<file path="config.mk">
export PLATFORM = sky130hd
export DESIGN_NAME = inference_sequencer
export DESIGN_NICKNAME = d
export VERILOG_FILES = /design/src/rtl/inference_sequencer.sv
export SDC_FILE = /design/constraint.sdc
export NUM_CORES = 2
export LEC_CHECK = 0
export ABC_CLOCK_PERIOD_IN_PS = 24400
export CORE_UTILIZATION = 30
export DETAILED_ROUTE_END_ITERATION = 10
export SYNTH_ARGS = -nofsm -noshare
export SYNTH_HDL_FRONTEND = slang
export SYNTH_SLANG_ARGS = --single-unit
</file>
<file path="constraint.sdc">
create_clock -name clk -period 24.4 [get_ports clk]
set_input_delay 4.88 -clock clk [delete_from_list [all_inputs] [get_ports clk]]
set_output_delay 4.88 -clock clk [all_outputs]
set_load 0.02 [all_outputs]
</file>
<file path="src/rtl/inference_sequencer.sv">
// Time-multiplexed two-layer binary-input classifier. A single saturating MAC
// steps through layer 1 (with ReLU), layer 2 and argmax. It fetches weights from
// an external synchronous ROM that has one cycle of read latency.
module inference_sequencer #(
  parameter int unsigned M1    = 324,
  parameter int unsigned N1    = 10,
  parameter int unsigned N2    = 10,
  parameter int unsigned WIDTH = 16,
  parameter int unsigned FRAC  = 8,
  parameter int unsigned AW    = 12
) (
  input  logic             clk,
  input  logic             resetn,
  input  logic             in_valid,
  output logic             in_ready,
  input  logic             in_pixel,
  input  logic             in_last,
  output logic [AW-1:0]    w_addr,
  input  logic [WIDTH-1:0] w_data,
  output logic             out_valid,
  input  logic             out_ready,
  output logic [3:0]       out_label,
  output logic             err_last
);

  localparam int unsigned CW = $clog2(M1 + 1);
  localparam int unsigned RW = 4;  // row/class index; N1, N2 <= 16
  localparam int unsigned PW = 2 * WIDTH;

  localparam logic signed [WIDTH-1:0] SMax = {1'b0, {(WIDTH-1){1'b1}}};
  localparam logic signed [WIDTH-1:0] SMin = {1'b1, {(WIDTH-1){1'b0}}};
  localparam logic signed [PW-1:0]    PMax = {{(WIDTH+1){1'b0}}, {(WIDTH-1){1'b1}}};
  localparam logic signed [PW-1:0]    PMin = {{(WIDTH+1){1'b1}}, {(WIDTH-1){1'b0}}};

  typedef enum logic [2:0] {StIdle, StLoad, StL1, StL2, StArgmax, StDone} state_e;

  // Signed add, clamped to the representable range on overflow
  function automatic logic signed [WIDTH-1:0] sat_add(input logic signed [WIDTH-1:0] a,
                                                      input logic signed [WIDTH-1:0] b);
    logic signed [WIDTH:0] s;
    s = {a[WIDTH-1], a} + {b[WIDTH-1], b};
    if (s[WIDTH] != s[WIDTH-1]) sat_add = s[WIDTH] ? SMin : SMax;
    else                        sat_add = s[WIDTH-1:0];
  endfunction

  // Drop FRAC bits rounding toward zero, then clamp to WIDTH bits
  function automatic logic signed [WIDTH-1:0] scale_prod(input logic signed [PW-1:0] p);
    logic [PW-1:0]        mag;
    logic signed [PW-1:0] q;
    mag = p[PW-1] ? PW'(-p) : PW'(p);
    mag = mag >> FRAC;
    q   = p[PW-1] ? -$signed(mag) : $signed(mag);
    if (q > PMax)      scale_prod = SMax;
    else if (q < PMin) scale_prod = SMin;
    else               scale_prod = q[WIDTH-1:0];
  endfunction

  state_e                  state_q, state_d;
  logic [CW-1:0]           cnt_q, cnt_d, col_q, col_d, colm1;
  logic [RW-1:0]           row_q, row_d;
  logic                    prime_q, prime_d;
  logic [M1-1:0]           pix_q, pix_d;
  logic signed [WIDTH-1:0] acc_q, acc_d, max_q, max_d;
  logic signed [WIDTH-1:0] h_q [N1];
  logic signed [WIDTH-1:0] h_d [N1];
  logic signed [WIDTH-1:0] o_q [N2];
  logic signed [WIDTH-1:0] o_d [N2];
  logic [3:0]              lbl_q, lbl_d, out_label_q, out_label_d;
  logic                    in_ready_q, in_ready_d, out_valid_q, out_valid_d;
  logic                    err_last_q, err_last_d;
  logic [AW-1:0]           w_addr_q, w_addr_d;

  logic                    beat, last_beat, gt;
  logic signed [WIDTH-1:0] term_l1, acc_l1, acc_l2;
  logic signed [PW-1:0]    prod;

  // Next-state: FSM, counters, MAC datapath and registered outputs
  always_comb begin
    state_d     = state_q;
    cnt_d       = cnt_q;
    col_d       = col_q;
    row_d       = row_q;
    prime_d     = prime_q;
    pix_d       = pix_q;
    acc_d       = acc_q;
    max_d       = max_q;
    h_d         = h_q;
    o_d         = o_q;
    lbl_d       = lbl_q;
    out_label_d = out_label_q;
    out_valid_d = out_valid_q;
    err_last_d  = 1'b0;
    w_addr_d    = w_addr_q;

    beat      = in_valid & in_ready_q;
    last_beat = (cnt_q == CW'(M1 - 1));
    colm1     = col_q - CW'(1);
    // ROM data arriving now belongs to the address issued last cycle (column col-1)
    term_l1   = pix_q[colm1] ? $signed(w_data) : '0;
    acc_l1    = sat_add(acc_q, term_l1);
    prod      = PW'($signed(w_data)) * PW'(h_q[colm1[RW-1:0]]);
    acc_l2    = sat_add(acc_q, scale_prod(prod));
    gt        = (o_q[row_q] > max_q);

    unique case (state_q)
      StIdle: begin
        cnt_d   = '0;
        col_d   = '0;
        row_d   = '0;
        acc_d   = '0;
        max_d   = '0;
        lbl_d   = '0;
        state_d = StLoad;
      end
      StLoad: begin
        if (beat) begin
          pix_d[cnt_q] = in_pixel;
          err_last_d   = (in_last != last_beat);
          if (last_beat) begin
            state_d = StL1;
            prime_d = 1'b1;
          end else begin
            cnt_d = cnt_q + CW'(1);
          end
        end
      end
      StL1: begin
        if (prime_q) begin
          // Address only moves while in L1/L2, so the first fetch is issued here
          prime_d  = 1'b0;
          w_addr_d = '0;
        end else begin
          if (col_q != '0) acc_d = acc_l1;
          if (col_q == CW'(M1)) begin
            h_d[row_q] = acc_l1[WIDTH-1] ? '0 : acc_l1;
            acc_d      = '0;
            col_d      = '0;
            if (row_q == RW'(N1 - 1)) begin
              row_d   = '0;
              state_d = StL2;
            end else begin
              row_d = row_q + RW'(1);
            end
          end else begin
            // Rows are contiguous, so +1 also lands on the next row's first weight
            col_d    = col_q + CW'(1);
            w_addr_d = w_addr_q + AW'(1);
          end
        end
      end
      StL2: begin
        if (col_q != '0) acc_d = acc_l2;
        if (col_q == CW'(N1)) begin
          o_d[row_q] = acc_l2;
          acc_d      = '0;
          col_d      = '0;
          if (row_q == RW'(N2 - 1)) begin
            row_d   = '0;
            state_d = StArgmax;
          end else begin
            row_d = row_q + RW'(1);
          end
        end else begin
          col_d = col_q + CW'(1);
          if (!(row_q == RW'(N2 - 1) && col_q == CW'(N1 - 1))) w_addr_d = w_addr_q + AW'(1);
        end
      end
      StArgmax: begin
        // Strict compare: ties keep the lower class index
        if (gt) begin
          max_d = o_q[row_q];
          lbl_d = row_q;
        end
        if (row_q == RW'(N2 - 1)) begin
          out_label_d = gt ? row_q : lbl_q;
          out_valid_d = 1'b1;
          state_d     = StDone;
        end else begin
          row_d = row_q + RW'(1);
        end
      end
      StDone: begin
        if (out_ready) begin
          out_valid_d = 1'b0;
          state_d     = StIdle;
        end
      end
      default: state_d = StIdle;
    endcase

    in_ready_d = (state_d == StLoad);
  end

  // State and output registers; reset aborts any frame in flight
  always_ff @(posedge clk or negedge resetn) begin
    if (!resetn) begin
      state_q     <= StIdle;
      cnt_q       <= '0;
      col_q       <= '0;
      row_q       <= '0;
      prime_q     <= 1'b0;
      pix_q       <= '0;
      acc_q       <= '0;
      max_q       <= '0;
      h_q         <= '{default: '0};
      o_q         <= '{default: '0};
      lbl_q       <= '0;
      out_label_q <= '0;
      in_ready_q  <= 1'b0;
      out_valid_q <= 1'b0;
      err_last_q  <= 1'b0;
      w_addr_q    <= '0;
    end else begin
      state_q     <= state_d;
      cnt_q       <= cnt_d;
      col_q       <= col_d;
      row_q       <= row_d;
      prime_q     <= prime_d;
      pix_q       <= pix_d;
      acc_q       <= acc_d;
      max_q       <= max_d;
      h_q         <= h_d;
      o_q         <= o_d;
      lbl_q       <= lbl_d;
      out_label_q <= out_label_d;
      in_ready_q  <= in_ready_d;
      out_valid_q <= out_valid_d;
      err_last_q  <= err_last_d;
      w_addr_q    <= w_addr_d;
    end
  end

  assign in_ready  = in_ready_q;
  assign out_valid = out_valid_q;
  assign out_label = out_label_q;
  assign err_last  = err_last_q;
  assign w_addr    = w_addr_q;

endmodule
</file>
==> impl_results.md <==
* Outcome: complete, no violations
* Final WL at 125300 um
* Crit-path max FO at 22
* Final setup TNS at 0 ns
* # DRC at 0
* Final Cycle Share at 73.43%
* Peak supply drop at 51.09 uV
* H-tree depth at 3
* Detailed Route Iter0 Violations at 2673
* #FFs+latches synth at 715
* Final WS setup at 6.484 ns
* Mapped Area at 0.04753 sq mm
* Initial cell density of the core at 30.32%
* Primary FF master, synth: dfrtp_1
* Synth Area per Inst at 10.25 sq um
* Cells after Synth at 4636
* Final setup vio count at 0
* Area delta synth->final at 10.87%
* Tot GR Track Use at 15.82%
* Fraction of registers with async set/reset at 100.0%
* Die Ht at 400.0 um
* Slew @ Worst Pin at 1.344 ns
* CTS Sinks at 715
* Routed wire per std cell at 18.84 um
* Pwr/cell area at 50.03 mW/mm^2
* Unrepaired setup endpoints after global routing: false
* Nets@finish at 4960
* Yosys Warn Count at 0
* Fillers at 15850
* Die Span X at 400.0 um
* Row count at 145
* CTS tree: yes
* Die area at 0.1600 sq mm
* Slew HR at 9.942%
* Hold Fails Final Rpt at 0
* Vias in the first global route at 34880
* Skew final at 0.05097 ns
* Sequential-to-total area share from yosys stat at 37.65%
* Detailed Place HPWL at 82240 um
* Fmax at 55.82 MHz
* DR vias/cell at 5.061
* CTS clk-pin slew, worst paths at 0.06 ns
* Slew Viols, Final at 0
* Max Root-Sink Buffers at 3
* Grt ovf at 0
* Slowest CP cell: clkdlybuf4s50_1
* Global-route wire length before repair at 200400 um
* Initial antenna violation count at 8
* Leak at 0.02408 uW
* Worst Setup Slack post-DPL at 5.870 ns
* Minimum clock period at 17.92 ns
* CP startpoint kind: input port
* Layout cells sized above 1 at 17.46%
* Cell mode on critical path: fa_1
* CTS Hold Buffers Added at 0
* Maxcap violations at 0
* Via count at 33660
* Crit path DAT at 18.42 ns
* CP Capture Type: register
* TritonRoute pass-1 iters at 7
* Root buf cell: clkbuf_16
* Worst Hold Class: reg2reg
* Core area at 0.1568 sq mm
* Routed Antenna Nets at 0
* Kind of critical path: in2reg
* Io pins at 41
* PostCTS Resize Cnt at 0
* Placer Congestion at 0.8857
* Crit-path max cell delay at 0.79 ns
* Most frequent cells in the layout: 880 x nand2_1, 713 x dfrtp_1, 370 x o21ai_0
* Clk_lat worst skew at 0.66 ns
* Post-CTS Setup Inserts at 0
* CTS Buf Count at 81
* Largest net degree at the start of global routing at 121
* Synth Net Count at 5067
* Port bufs at 40
* Most common cell after layout, fill and taps aside: nand2_1
* Req. time, crit path at 24.91 ns
* Number of distinct library cells after synthesis at 94
* Number of synthesized flops with an enable pin at 0
-- routing by layer --
metal	part of all wire [%]	vias up	routed length, um	GRT usage (%)
li1	-	15570	-	-
met1	44	17080	54930	21.25
met2	48	814	60680	26.52
met3	5.7	194	7081	2.438
met4	2.1	2	2595	4.026
met5	0.010	-	13	0
-- per-stage QoR --
step / cells / total power, uW / hold slack, ns / instance area [sq um] / util (%)
after global placement: 6504 / 1443 / 0.4553 / 50050 / 31.93
after CTS: 6646 / 2666 / 0.4782 / 52680 / 33.61
final: 6650 / 2636 / 0.4723 / 52690 / 33.62
after detailed placement: 6504 / 1447 / 0.4652 / 50050 / 31.93
after global routing: 6646 / 2731 / 0.4947 / 52680 / 33.61
after floorplan: 4636 / 1344 / 0.4444 / 47530 / -
-- critical path, delay by kind of cell --
kind / cells / cell delay (ns)
fa+ha+maj: 10 / 4.78
buf+inv: 8 / 1.48
xor+xnor: 1 / 0.21
simple gates: 10 / 2.44
compound gates: 18 / 4.59
-- cells by family (layout without fill, tap and decap cells) --
kind of cell	count (synthesis)	in the layout	share of synthesized area (%)
AOI/OAI and AO/OA	734	734	9.351
xor gates and xnor gates	97	97	1.843
adders and majority gates	410	410	14.69
buffers and inverters	644	596	5.160
DFF	715	715	37.65
muxes	573	573	17.30
other	0	4	0
and+or+nand+nor	1463	1463	14.01
-- cell usage after synthesis (all sizes together), types with 9 or more instances --
| master | number | area, sq um |
|---|---|---|
| o2bb2ai | 15 | 131.4 |
| a211oi | 18 | 140.1 |
| clkbuf | 260 | 975.9 |
| mux2 | 367 | 4133 |
| a221o | 13 | 130.1 |
| o211ai | 12 | 90.09 |
| nor3 | 40 | 236.5 |
| a21o | 38 | 285.3 |
| o31ai | 9 | 67.56 |
| a21oi | 91 | 466.7 |
| nand4 | 27 | 183.9 |
| or2 | 16 | 100.1 |
| mux2i | 45 | 462.9 |
| inv | 353 | 1325 |
| xor2 | 39 | 349.1 |
| nor2 | 141 | 529.3 |
| ha | 162 | 2027 |
| or3 | 29 | 181.4 |
| o21bai | 18 | 135.1 |
| nor4 | 12 | 96.34 |
| a31oi | 14 | 87.58 |
| nand2b | 27 | 168.9 |
| nand3 | 56 | 280.3 |
| mux4 | 161 | 3626 |
| a22oi | 19 | 142.6 |
| nor2b | 20 | 125.1 |
| dfrtp | 715 | 17890 |
| o21a | 18 | 135.1 |
| o21ai | 399 | 2016 |
| fa | 247 | 4945 |
| and2 | 156 | 975.9 |
| and3 | 16 | 100.1 |
| a31o | 9 | 78.83 |
| nand2 | 881 | 3309 |
| xnor2 | 58 | 526.8 |
| buf | 30 | 147.6 |
-- where the power goes --
part	total, uW	internal (uW)	switching, uW
registers	1220	1200	19.6
logic	200	51.5	149
clock network	1210	698	514
-- final timing paths --
kind / start / to / slack, ns / cells after the start
max: w_data[15] / o_q[128] / 6.48 / 47
min: o_q[5] / o_q[5] / 0.47 / 2
max reg2reg: col_q[0] / o_q[128] / 7.56 / 52
min reg2reg: o_q[5] / o_q[5] / 0.47 / 2
max in group asynchronous: resetn / o_q[143] / 16.88 / 4
min in group asynchronous: resetn / pix_q[156] / 4.31 / 1
-- registers in the layout, summed over array words and instances (netlist names), 3 cells and up --
name	count
pix_q	324
o_q	160
h_q	150
acc_q	16
max_q	16
w_addr	12
cnt_q	9
col_q	9
lbl_q	4
out_label	4
row_q	4
state_q	3
-- cell type report --
| type | count | area [sq um] | area share [%] |
|---|---|---|---|
| repair buffers | 100 | 859.6 | 1.631 |
| well taps | 2058 | 2575 | 4.887 |
| clock inverters | 22 | 257.7 | 0.4891 |
| clock buffers | 120 | 2375 | 4.507 |
| flip-flops and latches | 715 | 17900 | 33.97 |
| multi-input cells | 3277 | 27390 | 51.98 |
| inverters | 354 | 1329 | 2.522 |
| diodes | 4 | 10.01 | 0.01900 |
Power figures use the tool's default switching activity.
